===== src/rtl/k005297_byte_assembler_pkg.sv =====
// Shared k005297 definitions: byte geometry, strobe widths and transfer modes.
package k005297_byte_assembler_pkg;

    localparam int unsigned BYTE_W     = 8;
    localparam int unsigned BITCNT_W   = $clog2(BYTE_W);
    localparam int unsigned BITS_1LINE = 1;
    localparam int unsigned BITS_2LINE = 2;

    typedef enum logic {
        MODE_1LINE = 1'b0,
        MODE_2LINE = 1'b1
    } mode_e;

    typedef enum logic {
        ST_IDLE     = 1'b0,
        ST_ASSEMBLE = 1'b1
    } state_e;

    // i_4BEN_n low selects the 2-line (4BEN) transfer
    function automatic mode_e mode_from_4ben(input logic four_ben_n);
        return four_ben_n ? MODE_1LINE : MODE_2LINE;
    endfunction

    // Carry-width step so the caller can see the byte-full overflow
    function automatic logic [BITCNT_W:0] bits_per_strobe(input mode_e mode);
        return (mode == MODE_2LINE) ? (BITCNT_W+1)'(BITS_2LINE)
                                    : (BITCNT_W+1)'(BITS_1LINE);
    endfunction

endpackage


===== src/rtl/k005297_byte_assembler_if.sv =====
// Byte hand-off between the assembler and the buffer-write logic.
interface k005297_byte_assembler_if;
    import k005297_byte_assembler_pkg::*;

    logic [BYTE_W-1:0] BYTE;
    logic              BYTE_VALID;
    logic              BYTE_ACK;

    modport master (output BYTE, output BYTE_VALID, input BYTE_ACK);
    modport slave  (input BYTE, input BYTE_VALID, output BYTE_ACK);

endinterface


===== src/rtl/k005297_byte_assembler_shreg.sv =====
// Bit-insert shift register and bit counter; exposes the byte as it would look after this strobe.
module k005297_byte_assembler_shreg
    import k005297_byte_assembler_pkg::*;
(
    input  logic                i_MCLK,
    input  logic                i_RST,
    input  logic                en,
    input  logic                clr,
    input  logic                stb,
    input  mode_e               mode,
    input  logic [1:0]          data,
    output logic [BYTE_W-1:0]   full_byte_c,
    output logic                complete_c,
    output logic [BITCNT_W-1:0] bitcnt
);

    logic [BYTE_W-1:0] shreg_q;
    logic [BITCNT_W:0] sum_c;

    // Second line lands at bitcnt+1 modulo the byte, so an odd count still stays in range
    always_comb begin
        full_byte_c         = shreg_q;
        full_byte_c[bitcnt] = data[0];
        if (mode == MODE_2LINE) begin
            full_byte_c[BITCNT_W'(bitcnt + BITCNT_W'(1))] = data[1];
        end
        sum_c      = {1'b0, bitcnt} + bits_per_strobe(mode);
        complete_c = stb && sum_c[BITCNT_W];
    end

    always_ff @(posedge i_MCLK) begin
        if (i_RST) begin
            shreg_q <= '0;
            bitcnt  <= '0;
        end else if (en) begin
            if (clr) begin
                shreg_q <= '0;
                bitcnt  <= '0;
            end else if (stb) begin
                shreg_q <= full_byte_c;
                bitcnt  <= sum_c[BITCNT_W-1:0];
            end
        end
    end

endmodule


===== src/rtl/k005297_byte_assembler.sv =====
// Bubble read-data byte assembler: deserialises strobed bits, hands bytes downstream, flags overruns.
module k005297_byte_assembler
    import k005297_byte_assembler_pkg::*;
#(
    parameter bit OVR_STICKY = 1'b1
)(
    input  logic                       i_MCLK,
    input  logic                       i_RST,
    input  logic                       i_CLK2M_PCEN_n,
    input  logic                       i_ACC_ACT_n,
    input  logic                       i_4BEN_n,
    input  logic                       i_BITSTB,
    input  logic [1:0]                 i_BUBDATA,
    k005297_byte_assembler_if.master   bus,
    output logic                       o_GLCNT_RD,
    output logic                       o_NEWBYTE,
    output logic                       o_OVERRUN,
    output logic [BITCNT_W-1:0]        o_BITCNT
);

    state_e            state_q;
    logic [BYTE_W-1:0] byte_q;
    logic              valid_q;

    logic              en_c;
    logic              abort_c;
    logic              accept_c;
    mode_e             mode_c;
    logic [BYTE_W-1:0] full_byte_c;
    logic              complete_c;
    logic              ack_take_c;
    logic              load_c;

    always_comb begin
        en_c       = !i_CLK2M_PCEN_n;
        abort_c    = i_ACC_ACT_n;
        accept_c   = !i_ACC_ACT_n && i_BITSTB;
        mode_c     = mode_from_4ben(i_4BEN_n);
        ack_take_c = bus.BYTE_ACK && valid_q && (state_q == ST_ASSEMBLE);
        // A completing byte may replace the held one only if it is free or being taken now
        load_c     = complete_c && (!valid_q || bus.BYTE_ACK);
    end

    k005297_byte_assembler_shreg u_shreg (
        .i_MCLK      (i_MCLK),
        .i_RST       (i_RST),
        .en          (en_c),
        .clr         (abort_c),
        .stb         (accept_c),
        .mode        (mode_c),
        .data        (i_BUBDATA),
        .full_byte_c (full_byte_c),
        .complete_c  (complete_c),
        .bitcnt      (o_BITCNT)
    );

    always_ff @(posedge i_MCLK) begin
        if (i_RST) begin
            state_q    <= ST_IDLE;
            byte_q     <= '0;
            valid_q    <= 1'b0;
            o_GLCNT_RD <= 1'b0;
            o_NEWBYTE  <= 1'b0;
            o_OVERRUN  <= 1'b0;
        end else if (en_c) begin
            o_GLCNT_RD <= 1'b0;
            o_NEWBYTE  <= 1'b0;
            case (state_q)
                ST_IDLE, ST_ASSEMBLE: begin
                    if (abort_c) begin
                        state_q   <= ST_IDLE;
                        valid_q   <= 1'b0;
                        o_OVERRUN <= 1'b0;
                    end else begin
                        state_q    <= ST_ASSEMBLE;
                        o_GLCNT_RD <= accept_c;
                        o_NEWBYTE  <= complete_c;
                        if (load_c) begin
                            byte_q  <= full_byte_c;
                            valid_q <= 1'b1;
                        end else if (complete_c) begin
                            o_OVERRUN <= 1'b1;
                        end else if (ack_take_c) begin
                            valid_q <= 1'b0;
                        end
                        if (ack_take_c && !OVR_STICKY) begin
                            o_OVERRUN <= 1'b0;
                        end
                    end
                end
                default: state_q <= ST_IDLE;
            endcase
        end
    end

    assign bus.BYTE       = byte_q;
    assign bus.BYTE_VALID = valid_q;

endmodule


===== src/flat_wrapper.sv =====
// flat-port wrapper written by rule: the top's interface ports become plain ports
module k005297_byte_assembler_flat import k005297_byte_assembler_pkg::*;
#(
    parameter bit OVR_STICKY = 1'b1
)
  (i_MCLK, i_RST, i_CLK2M_PCEN_n, i_ACC_ACT_n, i_4BEN_n, i_BITSTB, i_BUBDATA, o_GLCNT_RD, o_NEWBYTE, o_OVERRUN, o_BITCNT, bus_BYTE, bus_BYTE_VALID, bus_BYTE_ACK);
  k005297_byte_assembler_if bus_i ();
  input  logic i_MCLK;
  input  logic i_RST;
  input  logic i_CLK2M_PCEN_n;
  input  logic i_ACC_ACT_n;
  input  logic i_4BEN_n;
  input  logic i_BITSTB;
  input  logic [1:0] i_BUBDATA;
  output logic o_GLCNT_RD;
  output logic o_NEWBYTE;
  output logic o_OVERRUN;
  output logic [BITCNT_W-1:0] o_BITCNT;
  output wire logic [$bits(bus_i.BYTE)-1:0] bus_BYTE;
  output wire logic [$bits(bus_i.BYTE_VALID)-1:0] bus_BYTE_VALID;
  input wire logic [$bits(bus_i.BYTE_ACK)-1:0] bus_BYTE_ACK;
  assign bus_BYTE = bus_i.BYTE;
  assign bus_BYTE_VALID = bus_i.BYTE_VALID;
  assign bus_i.BYTE_ACK = bus_BYTE_ACK;
  k005297_byte_assembler #(.OVR_STICKY(OVR_STICKY)) u_core (.i_MCLK(i_MCLK), .i_RST(i_RST), .i_CLK2M_PCEN_n(i_CLK2M_PCEN_n), .i_ACC_ACT_n(i_ACC_ACT_n), .i_4BEN_n(i_4BEN_n), .i_BITSTB(i_BITSTB), .i_BUBDATA(i_BUBDATA), .bus(bus_i), .o_GLCNT_RD(o_GLCNT_RD), .o_NEWBYTE(o_NEWBYTE), .o_OVERRUN(o_OVERRUN), .o_BITCNT(o_BITCNT));
endmodule

===== config.mk =====
export PLATFORM = sky130hd
export DESIGN_NAME = k005297_byte_assembler_flat
export DESIGN_NICKNAME = d
export VERILOG_FILES = /design/src/rtl/k005297_byte_assembler_pkg.sv /design/src/rtl/k005297_byte_assembler_if.sv /design/src/rtl/k005297_byte_assembler_shreg.sv /design/src/rtl/k005297_byte_assembler.sv /design/src/flat_wrapper.sv
export SDC_FILE = /design/constraint.sdc
export NUM_CORES = 1
export LEC_CHECK = 0
export CAP_MARGIN = 20
export CORE_ASPECT_RATIO = 1.75
export CORE_UTILIZATION = 45
export CTS_BUF_LIST = sky130_fd_sc_hd__clkbuf_16
export DETAILED_ROUTE_END_ITERATION = 10
export HOLD_SLACK_MARGIN = 0.08
export PLACE_DENSITY = 0.74
export SKIP_LAST_GASP = 1
export SYNTH_ARGS = -nofsm -noshare
export SYNTH_HDL_FRONTEND = slang
export SYNTH_SLANG_ARGS = --single-unit

===== constraint.sdc =====
create_clock -name i_MCLK -period 1.7 [get_ports i_MCLK]
set_clock_uncertainty 0.1 [all_clocks]
set_input_delay 0.255 -clock i_MCLK [delete_from_list [all_inputs] [get_ports i_MCLK]]
set_output_delay 0.255 -clock i_MCLK [all_outputs]
set_load 0.02 [all_outputs]

==> results.md <==
- Run status: completed
- Average wire per cell in the routed design: 16.5 um
- Routability congestion estimate from global placement: 0.808
- Post-synthesis sequential element count: 24
- Post-Synth Simple-Gate Area: 21.0%
- Fraction of layout instances using a drive strength above 1: 25.4%
- Cell-internal power: 1.05 mW
- Highest attainable clock frequency: 611 MHz
- Power per unit of standard cell area: 746 nW/um2
- Clk sink count: 24
- Mean post-synth cell area: 8.87 um2
- Fraction of power spent switching nets: 21.7%
- Post-synthesis compound-gate area fraction: 27.1%
- Xor and xnor fraction of the mapped netlist area: 2.07%
- Antenna-violating nets left: 0
- Worst path max stage delay: 370 ps
- Height of the die: 70.5 um
- Top_reg_cell synth: sky130_fd_sc_hd__dfxtp_1
- Maximum count of clock buffers along a single path: 2
- Required time worst endpoint: 1750 ps
- Synth Cell Area: 1210 um2
- Total clock buffers created by CTS: 3
- Final critical-path share of the clock period: 96.3%
- Hold-critical path depth: 1
- Worst slew pin tran: 449 ps
- Max cap viols: 0
- Wire length of the first global-routing pass: 5520 um
- Worst VDD drop: 653 uV
- Fin crit period: 1640 ps
- # setup viols final: 0
- Setup ws final: 62.6 ps
- Filler instances: 192
- Start point of the worst min-delay path: u_core.bus.BYTE[3]
- Gate Count Post-Synth: 136
- Synth cell types: 35
- Sequential element share of the synthesized area: 39.8%
- Total grt overflow: 0
- Remaining DRCs: 0
- Final HPWL DP: 2500 um
- Cells traversed along the worst timing path: ha_1 > a21oi_2 > nor2_2 > and4b_2 > a32o_1
- Net total in the final layout: 199
- Arrival time worst endpoint: 1690 ps
- Via count of the first global-routing pass: 1251
- Buffers added on ports: 23
- Power share of the combinational group: 11.5%
- Area added between synthesis and finish: 49.5%
- Clock latency reported for the late side of the worst-skew pair: 260 ps
- First-pass DRT Iterations: 4
- Type of origin of the critical path: register
- Endpoint of the most critical register-to-register path: u_core.bus.BYTE[4]
- Placed instance area: 1670 um2
- Largest net degree at the start of global routing: 17
- Initial detailed-routing violation count: 61
- Start point of the critical path: u_core.u_shreg.bitcnt[1]
- Initial antenna violation count: 0
- Largest driver fanout on the critical path: 8
- Die Area: 2900 um2
- Worst-case register-to-register setup slack: 60 ps
- Critical register-to-register path startpoint: u_core.u_shreg.bitcnt[1]
- Row count: 24
- Sequential Power Share: 42.4%
- Nets in the synthesized netlist: 149
- Pins over their slew limit: 0
- Final instance area: 1800 um2
- Vias after detailed routing: 1269
- Count of yosys warnings during synthesis: 0
- Clock Pin Slew Worst Setup and Hold Paths: 60 ps
- Leakage power of the design: 0.699 nW
- Clock tree from TritonCTS: yes
- Endpoint, Worst Hold: u_core.bus.BYTE[3]
- Largest family of logic cells by synthesized area: compound AO/OA/AOI/OAI gates
- Critical path capture point type: register
- Share of synthesized registers carrying an async set or reset: 0%
- Starting density of the core: 47.8%
- Quantity of hold-fixing buffers added after cts: 0
- Number of failing hold endpoints at the final stage: 0
- Number of diodes added for antenna fixing: 0
- Placement-stage worst setup slack: -450 ps
- Net switching power: 0.292 mW
- Multiplexer share of the synthesized area: 0.934%
- Clk pwr share: 46.1%
- Kind of critical path: register to register
- Adder-Cell Fraction of Synth Area: 4.77%
- Worst min path class: register to register
- Vias per std cell: 6.01
- Critical-path cell with the highest stage delay: sky130_fd_sc_hd__dfxtp_4
- Global-route usage over all layers: 27.7%
- Final Hold Slack: 367 ps
- Width of the die: 41.1 um
- Max-slew headroom: 69.7%
- Core region area: 2520 um2
- Sum of routed wire length over all layers: 3480 um
- Buffer cell driving the clock tree root: sky130_fd_sc_hd__clkbuf_16
- Depth of the worst register-to-register path: 5
- Top Ports: 24
- Count of flip-flops with a built-in enable after synthesis: 0
- H-tree levels: 1
[registers in the layout, indices dropped and copies added (netlist names)]
signal,count
u_core.u_shreg.bitcnt,3
u_core.bus.BYTE_VALID,1
u_core.o_GLCNT_RD,1
u_core.o_OVERRUN,1
u_core.state_q,1
u_core.o_NEWBYTE,1
u_core.bus.BYTE,8
u_core.u_shreg.shreg_q,8
[per-layer routing]
layer | routed length [um] | part of all wire [%] | track usage (%) | up-vias
met1 | 1200 | 34 | 28.5 | 598
met4 | 166 | 4.8 | 13.3 | 0
met2 | 2010 | 58 | 49.3 | 44
met5 | 0 | 0 | 0 | -
met3 | 103 | 3.0 | 3.49 | 16
li1 | - | - | - | 611
[cell type report]
cell class	count	area, um2	area share, %
Timing Repair Buffer	53	452	25.1
Sequential cell	24	492	27.3
Tap cell	26	32.5	1.80
Clock buffer	4	100	5.55
Inverter	5	18.8	1.04
Multi-Input combinational cell	99	708	39.3
[power groups by stage]
| stage | logic, mW | clock network [mW] | registers (mW) |
|---|---|---|---|
| after floorplan | 0.0630 | 0 | 0.586 |
| after global placement | 0.146 | 0 | 0.585 |
| after detailed placement | 0.148 | 0 | 0.585 |
| after CTS | 0.149 | 0.625 | 0.571 |
| after global routing | 0.167 | 0.639 | 0.571 |
| final | 0.155 | 0.621 | 0.570 |
[through the flow]
| step | util, % | cells | setup TNS (ps) | total power, mW |
|---|---|---|---|---|
| after floorplan | - | 136 | -71.6 | 0.649 |
| after global placement | 66.2 | 206 | -5500 | 0.730 |
| after detailed placement | 66.2 | 206 | -6190 | 0.733 |
| after CTS | 70.5 | 210 | 0 | 1.34 |
| after global routing | 71.5 | 211 | -11.9 | 1.38 |
| final | 71.5 | 211 | 0 | 1.35 |
[cell usage in the layout (no fill, tap or decap), drive strengths merged, types with 3 or more instances in the layout]
cell type / n
a21oi: 8
a32o: 16
buf: 30
clkbuf: 4
clkdlybuf4s50: 20
dfxtp: 24
dlygate4sd2: 3
ha: 3
inv: 5
nand2: 14
nand3: 9
nor2: 10
nor2b: 6
nor3: 5
o21ai: 4
[worst max path at each step]
stage | to | slack (ps)
after floorplan | u_core.u_shreg.shreg_q[1] | -40
after global placement | u_core.bus.BYTE[4] | -400
after detailed placement | u_core.bus.BYTE[4] | -450
after CTS | u_core.bus.BYTE[4] | 20
after global routing | u_core.bus.BYTE[4] | -5
final | u_core.bus.BYTE[4] | 60
[repair_timing]
action	4_1_cts	5_1_grt
endpoints found under the setup margin	13	14
setup buffers	0	1
pin swaps	1	1
gates resized for setup	6	6
[synth_stat cells, types with 2 or more instances]
library cell	count	share of area, %
sky130_fd_sc_hd__a221o_1	2	1.7
sky130_fd_sc_hd__nor2b_1	6	3.1
sky130_fd_sc_hd__o211ai_1	2	1.2
sky130_fd_sc_hd__nor2_1	9	2.8
sky130_fd_sc_hd__buf_2	2	0.83
sky130_fd_sc_hd__a32o_1	16	13
sky130_fd_sc_hd__ha_1	3	3.1
sky130_fd_sc_hd__o21ai_0	4	1.7
sky130_fd_sc_hd__a21oi_1	8	3.3
sky130_fd_sc_hd__inv_1	5	1.6
sky130_fd_sc_hd__dfxtp_1	24	40
sky130_fd_sc_hd__nand2_1	14	4.4
sky130_fd_sc_hd__a31oi_1	2	1.0
sky130_fd_sc_hd__nor3_1	5	2.1
sky130_fd_sc_hd__o311ai_0	2	1.5
sky130_fd_sc_hd__clkbuf_1	4	1.2
sky130_fd_sc_hd__nand2b_1	2	1.0
sky130_fd_sc_hd__nand3_1	9	3.7
[worst max-delay path: cells and delay by family, from the launching register on]
kind            cells  cell delay, ps
fa+ha+maj           1             290
flops               1             370
simple gates        2             360
compound gates      2             420
[kinds of logic (layout without fill, tap and decap cells)]
logic type               count (synthesis)  in the layout
buffers and inverters                   13             62
multiplexers                             1              1
XOR/XNOR                                 2              2
AO/OA/AOI/OAI                           41             41
flip-flops                              24             24
AND/OR/NAND/NOR                         51             51
adder cells (fa/ha/maj)                  4              4
No activity file was read; power rests on OpenSTA's default activity.
